## src/rtl/and_reduce_pkg.sv

```systemverilog
// Shared types and sizing helpers for the sequenced reduction-AND datapath.
package and_reduce_pkg;

  typedef enum logic {ACCUM, HOLD} state_e;

  function automatic int beats(input int num_ops, input int port_num);
    return num_ops / port_num;
  endfunction

  // A lone beat still needs a 1-bit counter so the register stays legal.
  function automatic int cnt_w(input int b);
    return (b > 1) ? $clog2(b) : 1;
  endfunction

endpackage

```

## src/rtl/and_reduce_unit.sv

```systemverilog
// Shared reduce unit: AND of every bit of PORT_NUM operands presented in one beat.
module and_reduce_unit #(
  parameter int PORT_NUM = 2,
  parameter int WIDTH    = 8
) (
  input  logic [PORT_NUM*WIDTH-1:0] in_data,
  output logic                      unit_out
);

  assign unit_out = &in_data;

endmodule

```

## src/rtl/and_reduce_sched.sv

```systemverilog
// Sequencer folding NUM_OPS operands, PORT_NUM per beat, into one reduction-AND result.
module and_reduce_sched
  import and_reduce_pkg::*;
#(
  parameter int PORT_NUM = 2,
  parameter int WIDTH    = 8,
  parameter int NUM_OPS  = 8,
  parameter int CNT_W    = 8
) (
  input  logic                      clk,
  input  logic                      rst,
  input  logic                      in_valid,
  output logic                      in_ready,
  input  logic [PORT_NUM*WIDTH-1:0] in_data,
  input  logic                      flush,
  output logic                      out_valid,
  input  logic                      out_ready,
  output logic [WIDTH-1:0]          out_q,
  output logic                      busy,
  output logic [CNT_W-1:0]          group_cnt
);

  localparam int BEATS = beats(NUM_OPS, PORT_NUM);
  localparam int BCW   = cnt_w(BEATS);
  localparam logic [BCW-1:0]   LAST_BEAT = BCW'(BEATS - 1);
  localparam logic [BCW-1:0]   BC_ONE    = BCW'(1);
  localparam logic [CNT_W-1:0] GC_ONE    = CNT_W'(1);

  if (NUM_OPS % PORT_NUM != 0) begin : g_bad_cfg
    $error("and_reduce_sched: NUM_OPS must be a multiple of PORT_NUM");
  end

  state_e             state_q, state_d;
  logic               acc_q, acc_d;
  logic [BCW-1:0]     beat_cnt_q, beat_cnt_d;
  logic [WIDTH-1:0]   res_q, res_d;
  logic [CNT_W-1:0]   group_cnt_q, group_cnt_d;
  logic               unit_out;
  logic               acc_next;

  and_reduce_unit #(.PORT_NUM(PORT_NUM), .WIDTH(WIDTH)) u_unit (
    .in_data  (in_data),
    .unit_out (unit_out)
  );

  assign in_ready  = (state_q == ACCUM);
  assign out_valid = (state_q == HOLD);
  assign out_q     = res_q;
  assign group_cnt = group_cnt_q;
  assign busy      = (beat_cnt_q != '0) || (state_q == HOLD);

  always_comb begin
    state_d     = state_q;
    acc_d       = acc_q;
    beat_cnt_d  = beat_cnt_q;
    res_d       = res_q;
    group_cnt_d = group_cnt_q;
    acc_next    = acc_q & unit_out;
    // flush wins over both handshakes so a same-cycle beat or pop is ignored
    if (flush) begin
      if (state_q == ACCUM) begin
        acc_d      = 1'b1;
        beat_cnt_d = '0;
      end else begin
        state_d = ACCUM;
        res_d   = '0;
      end
    end else begin
      case (state_q)
        ACCUM: begin
          if (in_valid) begin
            if (beat_cnt_q == LAST_BEAT) begin
              res_d      = '0;
              res_d[0]   = acc_next;
              beat_cnt_d = '0;
              acc_d      = 1'b1;
              state_d    = HOLD;
            end else begin
              beat_cnt_d = beat_cnt_q + BC_ONE;
              acc_d      = acc_next;
            end
          end
        end
        HOLD: begin
          if (out_ready) begin
            group_cnt_d = group_cnt_q + GC_ONE;
            state_d     = ACCUM;
          end
        end
        default: state_d = ACCUM;
      endcase
    end
  end

  always_ff @(posedge clk) begin
    if (rst) begin
      state_q     <= ACCUM;
      acc_q       <= 1'b1;
      beat_cnt_q  <= '0;
      res_q       <= '0;
      group_cnt_q <= '0;
    end else begin
      state_q     <= state_d;
      acc_q       <= acc_d;
      beat_cnt_q  <= beat_cnt_d;
      res_q       <= res_d;
      group_cnt_q <= group_cnt_d;
    end
  end

endmodule

```

## config.mk

```make
export PLATFORM = sky130hd
export DESIGN_NAME = and_reduce_sched
export DESIGN_NICKNAME = d
export VERILOG_FILES = /design/src/rtl/and_reduce_pkg.sv /design/src/rtl/and_reduce_unit.sv /design/src/rtl/and_reduce_sched.sv
export SDC_FILE = /design/constraint.sdc
export NUM_CORES = 1
export LEC_CHECK = 0
export CELL_PAD_IN_SITES_DETAIL_PLACEMENT = 2
export CELL_PAD_IN_SITES_GLOBAL_PLACEMENT = 2
export CORE_AREA = 2 2 64 66
export DETAILED_ROUTE_END_ITERATION = 12
export DIE_AREA = 0 0 66 68
export PLACE_DENSITY = 0.71
export SYNTH_ARGS = -nofsm -noshare
export SYNTH_HDL_FRONTEND = slang
export SYNTH_SLANG_ARGS = --single-unit
```

## constraint.sdc

```tcl
create_clock -name clk -period 1.6 [get_ports clk]
set_input_delay 0.16 -clock clk [delete_from_list [all_inputs] [get_ports clk]]
set_output_delay 0.16 -clock clk [all_outputs]
set_load 0.02 [all_outputs]
```

==> results summary <==
The flow ran to the end, and the final reports show no timing, DRC or antenna violations. The y dimension of the die is 68 µm. The worst hold path belongs to the class flip-flop to flip-flop. The number of global-route vias before repair came out at 743.

Counting the buffers created by CTS gives 3. The setup skew after layout is 0.00269 ns. The clock transition at the register clock pins on the worst setup and hold paths after CTS is 0.06 ns. The layout overhead on the synthesized area came out at 57.9%. The number of buffer cells added on primary ports came out at 32. For this run, the total global-route usage over all layers was measured as 10.3%. The count of pins on the block boundary came out at 40. The startpoint identified for the worst hold timing path is out_q[0]. The cell-internal power is 0.558 mW. The count of cells along the worst register-to-register path is 5. The register bit total from synthesis came out at 13. The final critical-path required period is 1.52 ns. The average detailed-routed wire length per instance came out at 12.3 µm. The final hold violation count is 0. The share of the clock period used by the worst path after layout came out at 94.7%. The analysis attributes to net switching a power of between 0.15 and 0.2 mW. In the routed design, unresolved DRC markers number 0. Setup slack on the worst reg-to-reg path comes out at 0.35 ns. TritonCTS built the clock tree. Detailed routing inserted a total of just under 700 vias. The maximum number of pins on one net before global-route repair came out at 9. The total count of max-transition violations in the final report is 0. Per report_power, the sequential group accounts for 45.3% of the total. The share of cells above drive strength 1 is 6.90%. In the layout the commonest cells are clkdlybuf4s50_1, dfxtp_1, nor2_1.

The classification of the worst setup path is flip-flop to primary output. Once placement finished, the instance area stood at 1050 µm². The first global-routing pass estimated 3360 µm of wire. The per-instance average area after synthesis came out at roughly 8.6 µm². At the later pin of the worst-skew pair, clock insertion delay measures 0.25 ns.

The switching portion of total power is 23.2%. The endpoint identified for the worst register-to-register timing path is group_cnt[4]. The net count of the finished layout is around 140. Once layout is complete, the cells apart from fillers number roughly 170. Setup violations remaining at the end of the flow were counted as 0. The total non-filler cell area in the finished layout is 1090 µm². The initialized floorplan defines 23 standard-cell rows. Along the worst hold path, the cell count comes to 2. Once placement completed, the tool counted placed cells totaling 162. The worst-path maximum fanout came out at 6. Among cell families on the critical path, the largest total delay comes from buffers and inverters. For this design the ratio of total power to cell area is 663 nW/µm². The share of total power in combinational logic is 13.5%. The number of routed nets with antenna violations came out at 0. The total overflow reported by the global router is 0.

Synthesis produced a netlist whose cell count is 81. The mean number of vias per cell is ~4.1. The worst register-to-register path begins at group_cnt[0]. The maximum ir drop on the vdd rail is 247 µV. The iteration count of the initial detailed-routing pass is 3. The initial antenna violation count came out at 0. No sink is reached through more buffers than the 2 on the longest clock path. The delay of the slowest cell on the worst path came out at 0.62 ns. The initial utilization of the core area, before any placement, comes to ~18%. The final layout contains routed wiring with a total length of 2040 µm. The TritonCTS sink count came out at 13.

The buffers inserted during post-CTS setup optimization is 0. Timing would allow up to 0.660 GHz. The library cell used most frequently in the layout, excluding fill and tap cells, is clkdlybuf4s50_1.

The sequential-to-total area share from yosys stat came out at 37.5%. The number of warnings reported in the yosys synthesis log came out at 0. The power consumption came out at about 0.73 mW. Summed over all cells, the static leakage comes to 0.431 nW. The worst hold margin came out at 0.489 ns. Setup repair after global routing left no endpoint under its margin.

For hold timing, the worst endpoint is out_q[0]. The last weighted congestion value of the routability-driven placer came out at roughly 0.74. The signal on the critical path passes through inv_1 > clkdlybuf4s50_1. Data on the critical path arrives at its endpoint at between 1 and 1.5 ns. The total die area is 4490 µm². In this run, the clock network consumes 41.2% of the power.

The startpoint kind of the worst setup timing path is a flip-flop. The slowest stage of the critical path is the clkdlybuf4s50_1 cell. In this run the cell area of the synthesized design comes to 693 µm². The iteration-0 DRC count of the detailed router is 24. Data on the critical path is required at its endpoint by 1.44 ns. The area of the core is 3860 µm².

The number of levels in the clock H-tree is 1. The diode insertion count for antenna repair is 0. The tree is rooted in a clkbuf_8. The count of buffering cells on the critical path with inverters included came out at 2. The width of the die is 66 µm. STA classifies the critical path endpoint as a primary output. The count of different cell masters after synthesis is 26.

The half-perimeter wire length after placement is about 1700 µm. The number of max-cap violations came out at 0.
logic make-up (layout without fill, tap and decap cells):
| group | Yosys count | in the layout | share of synthesized area (%) |
|---|---|---|---|
| AND/OR/NAND/NOR | 35 | 35 | 28.9 |
| XOR/XNOR | 6 | 6 | 7.58 |
| buffers and inverters | 13 | 42 | 10.8 |
| other | 1 | 7 | 0.541 |
| flip-flops | 13 | 13 | 37.5 |
| adder cells (fa/ha/maj) | 3 | 3 | 5.42 |
| multiplexers | 1 | 1 | 1.44 |
| AO/OA/AOI/OAI | 9 | 9 | 7.76 |
worst max-delay path by stage:
| stage | startpoint | end | slack [ns] | cells after the start |
|---|---|---|---|---|
| 2_1_floorplan | group_cnt[0] | group_cnt[4] | 0.31 | 5 |
| 3_3_place_gp | flush | group_cnt[7] | 0.04 | 5 |
| 3_5_place_dp | flush | group_cnt[7] | -0.03 | 5 |
| 4_1_cts | out_valid | in_ready | 0.01 | 2 |
| 5_1_grt | out_valid | in_ready | 0.04 | 2 |
| 6_report | out_valid | in_ready | 0.08 | 2 |
synth_stat cells:
cell | n | area share (%)
a21oi_1 | 2 | 1.4
a22oi_1 | 2 | 2.2
and3_1 | 1 | 0.90
and4_1 | 1 | 1.3
and4b_2 | 1 | 1.6
buf_4 | 7 | 7.6
clkbuf_1 | 1 | 0.54
conb_1 | 1 | 0.54
dfxtp_1 | 13 | 38
ha_1 | 3 | 5.4
inv_1 | 5 | 2.7
mux2i_1 | 1 | 1.4
nand2_1 | 3 | 1.6
nand3_1 | 6 | 4.3
nand3b_4 | 1 | 2.9
nand4_1 | 4 | 3.6
nor2_1 | 10 | 5.4
nor3_1 | 5 | 3.6
nor3b_1 | 1 | 1.1
o2111ai_1 | 1 | 1.3
o21ai_0 | 3 | 2.2
o21ai_1 | 1 | 0.72
or3_1 | 1 | 0.90
or3b_4 | 1 | 1.6
xnor2_1 | 3 | 3.8
xor2_1 | 3 | 3.8
per-layer routing:
| metal | global-route usage, % | vias up | wire [µm] |
|---|---|---|---|
| li1 | - | 337 | - |
| met1 | 10.4 | 323 | 809 |
| met2 | 19.6 | 24 | 1100 |
| met3 | 3.95 | 2 | 116 |
| met4 | 3.06 | 0 | 19 |
| met5 | 0 | - | 0 |
state kept, by name (all words and copies together) (netlist names):
register and count:
acc_q 1, out_q 1, out_valid 1, group_cnt 8
beat_cnt_q 2
power by group through the flow:
stage | logic [mW] | registers (mW) | clock network [mW]
detailed placement | 0.100 | 0.336 | 0
floorplan | 0.0480 | 0.335 | 0
finish | 0.0978 | 0.329 | 0.299
global placement | 0.0965 | 0.336 | 0
CTS | 0.0990 | 0.329 | 0.308
global route | 0.107 | 0.330 | 0.319
per-stage QoR:
step	worst slack, ns	setup TNS [ns]	util [%]
6_report	0.0845	0	28.4
5_1_grt	0.0384	0	28.4
4_1_cts	0.0104	0	28.4
3_5_place_dp	-0.0258	-0.0258	27.2
3_3_place_gp	0.0419	0	27.2
2_1_floorplan	0.308	0	-
final cells by class:
cell class              instances  area [µm²]
clock buffers                   4        45.0
multi-input cells              61         380
repair buffers                 33         327
flip-flops and latches         13         262
fillers                       451        2760
well taps                      50        62.6
inverters                       5        18.8
worst min-delay path: cells and delay by family (launching register included):
kind | cells | cell delay [ns]
flip-flops | 1 | 0.31
AO/OA/AOI/OAI | 2 | 0.13
repair_timing:
action	in CTS	in global routing
gates resized for setup	1	1
hold buffers	0	0
setup endpoints to repair	1	1
pin swaps	0	0
(Power assumes the default switching activity.)
==> edit 1 (config.mk and constraints unchanged) <==
Make the reset (`rst`) asynchronous in one clocked block.
--- a/src/rtl/and_reduce_sched.sv
+++ b/src/rtl/and_reduce_sched.sv
@@ -92,7 +92,7 @@
     end
   end
 
-  always_ff @(posedge clk) begin
+  always_ff @(posedge clk or posedge rst) begin
     if (rst) begin
       state_q     <= ACCUM;
       acc_q       <= 1'b1;
Function: differs if rst is asserted again (counterexample within 4 cycles, from zero or initial values and one cycle with rst high); with rst held inactive, the same outputs for 10 cycles.
==> edit 1 against the original RTL <==
Synthesized area increased by 7.0%. Combinational power is 35% higher. Highest routed layer unchanged. Worst hold slack worse by 230 ps. Total power increased by 7.5%. Sequential cell count unchanged. Largest power group unchanged. Sequential power rose by 6.7%. Setup slack gained 13 ps. Utilization grew 1.2 points. Routed wire length is 1.1% lower. Largest cell class unchanged. Register-to-register slack lost 70 ps. Design area rose by 4.2%.
==> edit 1: results (changes against the original RTL) <==
- Status: finished, final reports clean
- DR vias/cell: 4.16 (+0.60%)
- WL met3: 179 um (+54%)
- Count of cell types in the netlist: 27 (+3.8%)
- HPWL after DPL: 1700 um (-0.25%)
- Port bufs: 32 (unchanged)
- Multi-input gate count: 55 (-9.8%)
- Worst EP arrival: 1340 ps (-20 ps)
- Leak: 0.530 nW (+23%)
- Share of post-route cells with drive strength above 1: 0.0642 (-0.00475)
- WL per Instance: 12.7 um (+3.3%)
- Htree depth: 1 (unchanged)
- Non-clock buffers, area share: 0.288 (-0.00991)
- Non-clk invs: 4 (-1)
- Asr flop ratio synth: 1.00 (+1.00)
- M1 WL: 754 um (-6.8%)
- Sequential area share after synthesis: 0.440 (+0.0647)
- Final net count: 134 (-5.0%)
- Critical Path Start: group_cnt[3]
- Worst hold margin: 263 ps (-226 ps)
- Setup TNS Final: 0 ps (unchanged)
- Ys flop type: dfrtp_1
- Skew final: 4.77 ps (+2.09 ps)
- Reg2reg setup slack: 280 ps (-70 ps)
- Largest register FFs: 8 (unchanged)
- Sequential Power Share: 0.449 (-0.004)
- Gr usage total: 0.101 (-0.00208)
- Multi-input gate share of total cell area: 0.318 (-0.0294)
- Reg2Reg Launch Point: beat_cnt_q[0]
- Area contributors post-synth: dfrtp_1 40%, buf_4 8.1%, ha_1 5.1%
- RR Endpoint: acc_q
- HP Class: in2async
- First-pass GRT wire length: 3390 um (+1.0%)
- Slowest stage delay, CP: 640 ps (+20 ps)
- Net Sw Frac: 0.248 (+0.0164)
- Largest net degree at the start of global routing: 14 (+5)
- Detailed Route Iter0 Violations: 36 (+50%)
- FF-to-FF path depth: 3 (-2)
- Met2 WL post-DR: 1070 um (-1.9%)
- TritonRoute pass-1 iters: 2 (-1)
- Power Sequential: 351 uW (+6.7%)
- Signal buffers: 33 (unchanged)
- VDD IR max: 206 uV (-16%)
- Root Driver: clkbuf_8
- Fillers: 449 (-0.44%)
- P_comb: 132 uW (+35%)
- Sequential cell area share: 0.286 (+0.0473)
- TritonCTS buffer count: 3 (unchanged)
- Post-synth top cells: 12 x dfrtp_1, 10 x nand2_1, 8 x buf_4, 5 x nand4_1
- Clk tree area frac: 0.0395 (-0.00167)
- Routability cong.: 0.754 (+1.5%)
- Cts repair resizes: 1 (unchanged)
## edit 1: changes by cell type in the layout (fill, tap and decap cells not counted), moves of 2 or more
cell / delta
nor2_1: -8
o21ai_0: -3
a21oi_1: -2
dfxtp_1: -12
nand3_1: -2
nor3_1: -3
nor2b_1: +2
dfrtp_1: +12
a22oi_1: -2
nand2_1: +7
## edit 1: worst register-to-register path: stages, from the launching register on
cell,delay (ps)
dfrtp_1,390
ha_1,240
nor4b_1,450
o22ai_1,150
## edit 1: logic make-up (layout without fill, tap and decap cells)
kind of cell / Yosys count / count (layout) / share of synthesized area
other: 1 / 7 / 0.00505
xor gates and xnor gates: 7 / 7 / 0.0826
adders and majority gates: 3 / 3 / 0.0506
DFF: 13 / 13 / 0.440
buffers and inverters: 12 / 41 / 0.101
AOI/OAI and AO/OA: 5 / 5 / 0.0557
and+or+nand+nor: 33 / 33 / 0.265
## edit 1: how the worst max path moves through the flow
stage | end | slack [ps] | cells after the start
after detailed placement | group_cnt[4] | 130 | 4
after floorplan | group_cnt[4] | 380 | 4
after global placement | busy | 170 | 4
final | group_cnt[3] | 100 | 1
after global routing | in_ready | 50 | 2
after CTS | out_valid | 40 | 2
## edit 1: per-layer routing
metal  track usage  up-vias
li1              -      311
met1         0.109      314
met2         0.193       34
met3        0.0247        2
met4        0.0306        0
met5             0        -
## edit 1: through the flow
stage                util  cells  area (um2)  worst slack [ps]
finish              0.296    159        1140              97.5
global route        0.296    159        1140              49.7
CTS                 0.295    159        1140              35.1
detailed placement  0.284    155        1090               126
global placement    0.284    155        1090               169
floorplan               -     80         764               382
==> edit 2 (same flow settings) <==
Made on the original files. Set the parameter `CNT_W` to 6 (it was 8).
--- a/src/rtl/and_reduce_sched.sv
+++ b/src/rtl/and_reduce_sched.sv
@@ -5,7 +5,7 @@
   parameter int PORT_NUM = 2,
   parameter int WIDTH    = 8,
   parameter int NUM_OPS  = 8,
-  parameter int CNT_W    = 8
+  parameter int CNT_W    = 6
 ) (
   input  logic                      clk,
   input  logic                      rst,
Ports: changed (resized group_cnt); port bits go from 40 to 38. The function was not compared with the original's and may differ.
==> edit 2 against the original RTL <==
Global-route usage fell by 0.91 points. Design area fell by 3.9%. Synthesized area fell by 8.5%. Setup slack improved by 12 ps. Total power fell by 9.3%. Sequential share of layout area fell by 3.0 points. Worst hold slack improved by 14 ps. Sequential cell count fell by 2. Routed wire length fell by 0.44%. First-iteration DRC count fell by 29%. Highest routed layer is now met3.
==> edit 2: results (changes against the original RTL) <==
- Crit path max fanout: 7 (+1)
- Delay-heaviest family, CP: buffers and inverters
- Sequential area share after synthesis: 0.347 (-0.0283)
- Worst EP arrival: 1340 ps (-20 ps)
- Vias: 666 (-2.9%)
- First-pass GRT wire length: 3180 um (-5.4%)
- Largest register FFs: 6 (-2)
- Skew final: 1.27 ps (-1.42 ps)
- Root Driver: clkbuf_8
- WL per Instance: 12.6 um (+2.7%)
- WHS Path Cells: 2 (unchanged)
- Gr usage total: 0.0936 (-0.00908)
- Status: finished, final reports clean
- Reg2reg setup slack: 150 ps (-200 ps)
- Detailed Route Iter0 Violations: 17 (-29%)
- Clk_lat worst skew: 230 ps (-20 ps)
- Gate count of the mapped netlist: 73 (-9.9%)
- Final wirelength: 2030 um (-0.44%)
- Asr flop ratio synth: 0 (unchanged)
- Yosys warns: 0 (unchanged)
- Final net count: 136 (-3.5%)
- Routability cong.: 0.694 (-6.6%)
- Reg2Reg Launch Point: out_valid
- Vias in the first global route: 730 (-1.7%)
- RR Endpoint: group_cnt[5]
- Area contributors post-synth: dfxtp_1 35%, buf_4 8.3%, ha_1 5.9%
- Leak: 0.414 nW (-4.0%)
- Count of cell types in the netlist: 32 (+23%)
- Diode count: 0 (unchanged)
- Cell Area, Placed: 1010 um2 (-3.9%)
- Largest net degree at the start of global routing: 8 (-1)
- VDD IR max: 200 uV (-19%)
- HPWL after DPL: 1740 um (+2.4%)
- Initial antenna violation count: 0 (unchanged)
- Post-synth top cells: 11 x dfxtp_1, 7 x buf_4, 5 x nand2_1
- Slowest stage delay, CP: 620 ps (about the same)
- Max Root-Sink Buffers: 2 (unchanged)
- Clock transition at path regs: 50 ps
- Placed cell count: 157 (-3.1%)
- Worst hold margin: 502 ps (+13.5 ps)
- HP Class: reg2reg
- TritonCTS buffer count: 3 (unchanged)
- TritonRoute pass-1 iters: 2 (-1)
- Share of post-route cells with drive strength above 1: 0.0991 (+0.0301)
- Hold Path Origin: group_cnt[5]
- Port bufs: 30 (-6.3%)
- Hold Path Sink: group_cnt[5]
- FF-to-FF path depth: 4 (-1)
- Htree depth: 1 (unchanged)
- CP max-delay cell: clkdlybuf4s50_1
- Post-CTS Setup Inserts: 0 (unchanged)
## edit 2: cell types whose count changed after synthesis, moves of 3 or more
cell     change
nand3_1      -4
nor2_1       -6
nor3_1       -3
or3_1        +3
xnor2_1      -3
## edit 2: metrics by stage
stage | setup slack (ps) | total power [mW]
after floorplan | 213 | 0.333
after global placement | 49.7 | 0.385
after detailed placement | -22.0 | 0.389
after CTS | 47.7 | 0.672
after global routing | 14.1 | 0.699
final | 96.4 | 0.658
## edit 2: cells by family after synthesis
family / Yosys count / synth area share
AND/OR/NAND/NOR: 28 / 0.280
AO/OA/AOI/OAI: 15 / 0.152
buffers and inverters: 12 / 0.112
flip-flops: 11 / 0.347
adder cells (fa/ha/maj): 3 / 0.0592
XOR/XNOR: 2 / 0.0276
other: 1 / 0.00591
multiplexers: 1 / 0.0158
## edit 2: final cells by class
cell class	count	area [um2]
fillers	451	2800
flip-flops and latches	11	220
well taps	50	62.6
clock buffers	4	45.0
multi-input cells	56	365
inverters	4	15.0
repair buffers	36	344
## edit 2: worst reg2reg max path, cell delays in order (launching register included)
cell and delay [ps]:
dfxtp_1 430, buf_4 180, nand3b_4 80, or4_1 510
a21oi_1 170
## edit 2: what timing repair did
item	in CTS	in global routing
hold buffers	0	0
setup endpoints to repair	1	0
gates resized for setup	1	0
## edit 2: worst max path at each step
stage / start / to / cells after the start
floorplan: out_valid / group_cnt[5] / 3
global placement: flush / beat_cnt_q[0] / 4
detailed placement: flush / beat_cnt_q[0] / 4
CTS: out_valid / in_ready / 2
global route: out_valid / in_ready / 2
finish: out_valid / in_ready / 2
## edit 2: report_power, final
group          total, mW  leakage (nW)  switching (mW)  internal, mW
clock              0.276        0.0228           0.102         0.175
combinational      0.102         0.302          0.0429        0.0595
sequential         0.280        0.0889         0.00228         0.277
## edit 2: per-layer routing
layer  GRT usage  up-vias  wire length [um]
met4      0.0153        0                 0
met1      0.0897      313               790
li1            -      322                 -
met5           0        -                 0
met2       0.193       31              1090
met3      0.0329        0               150
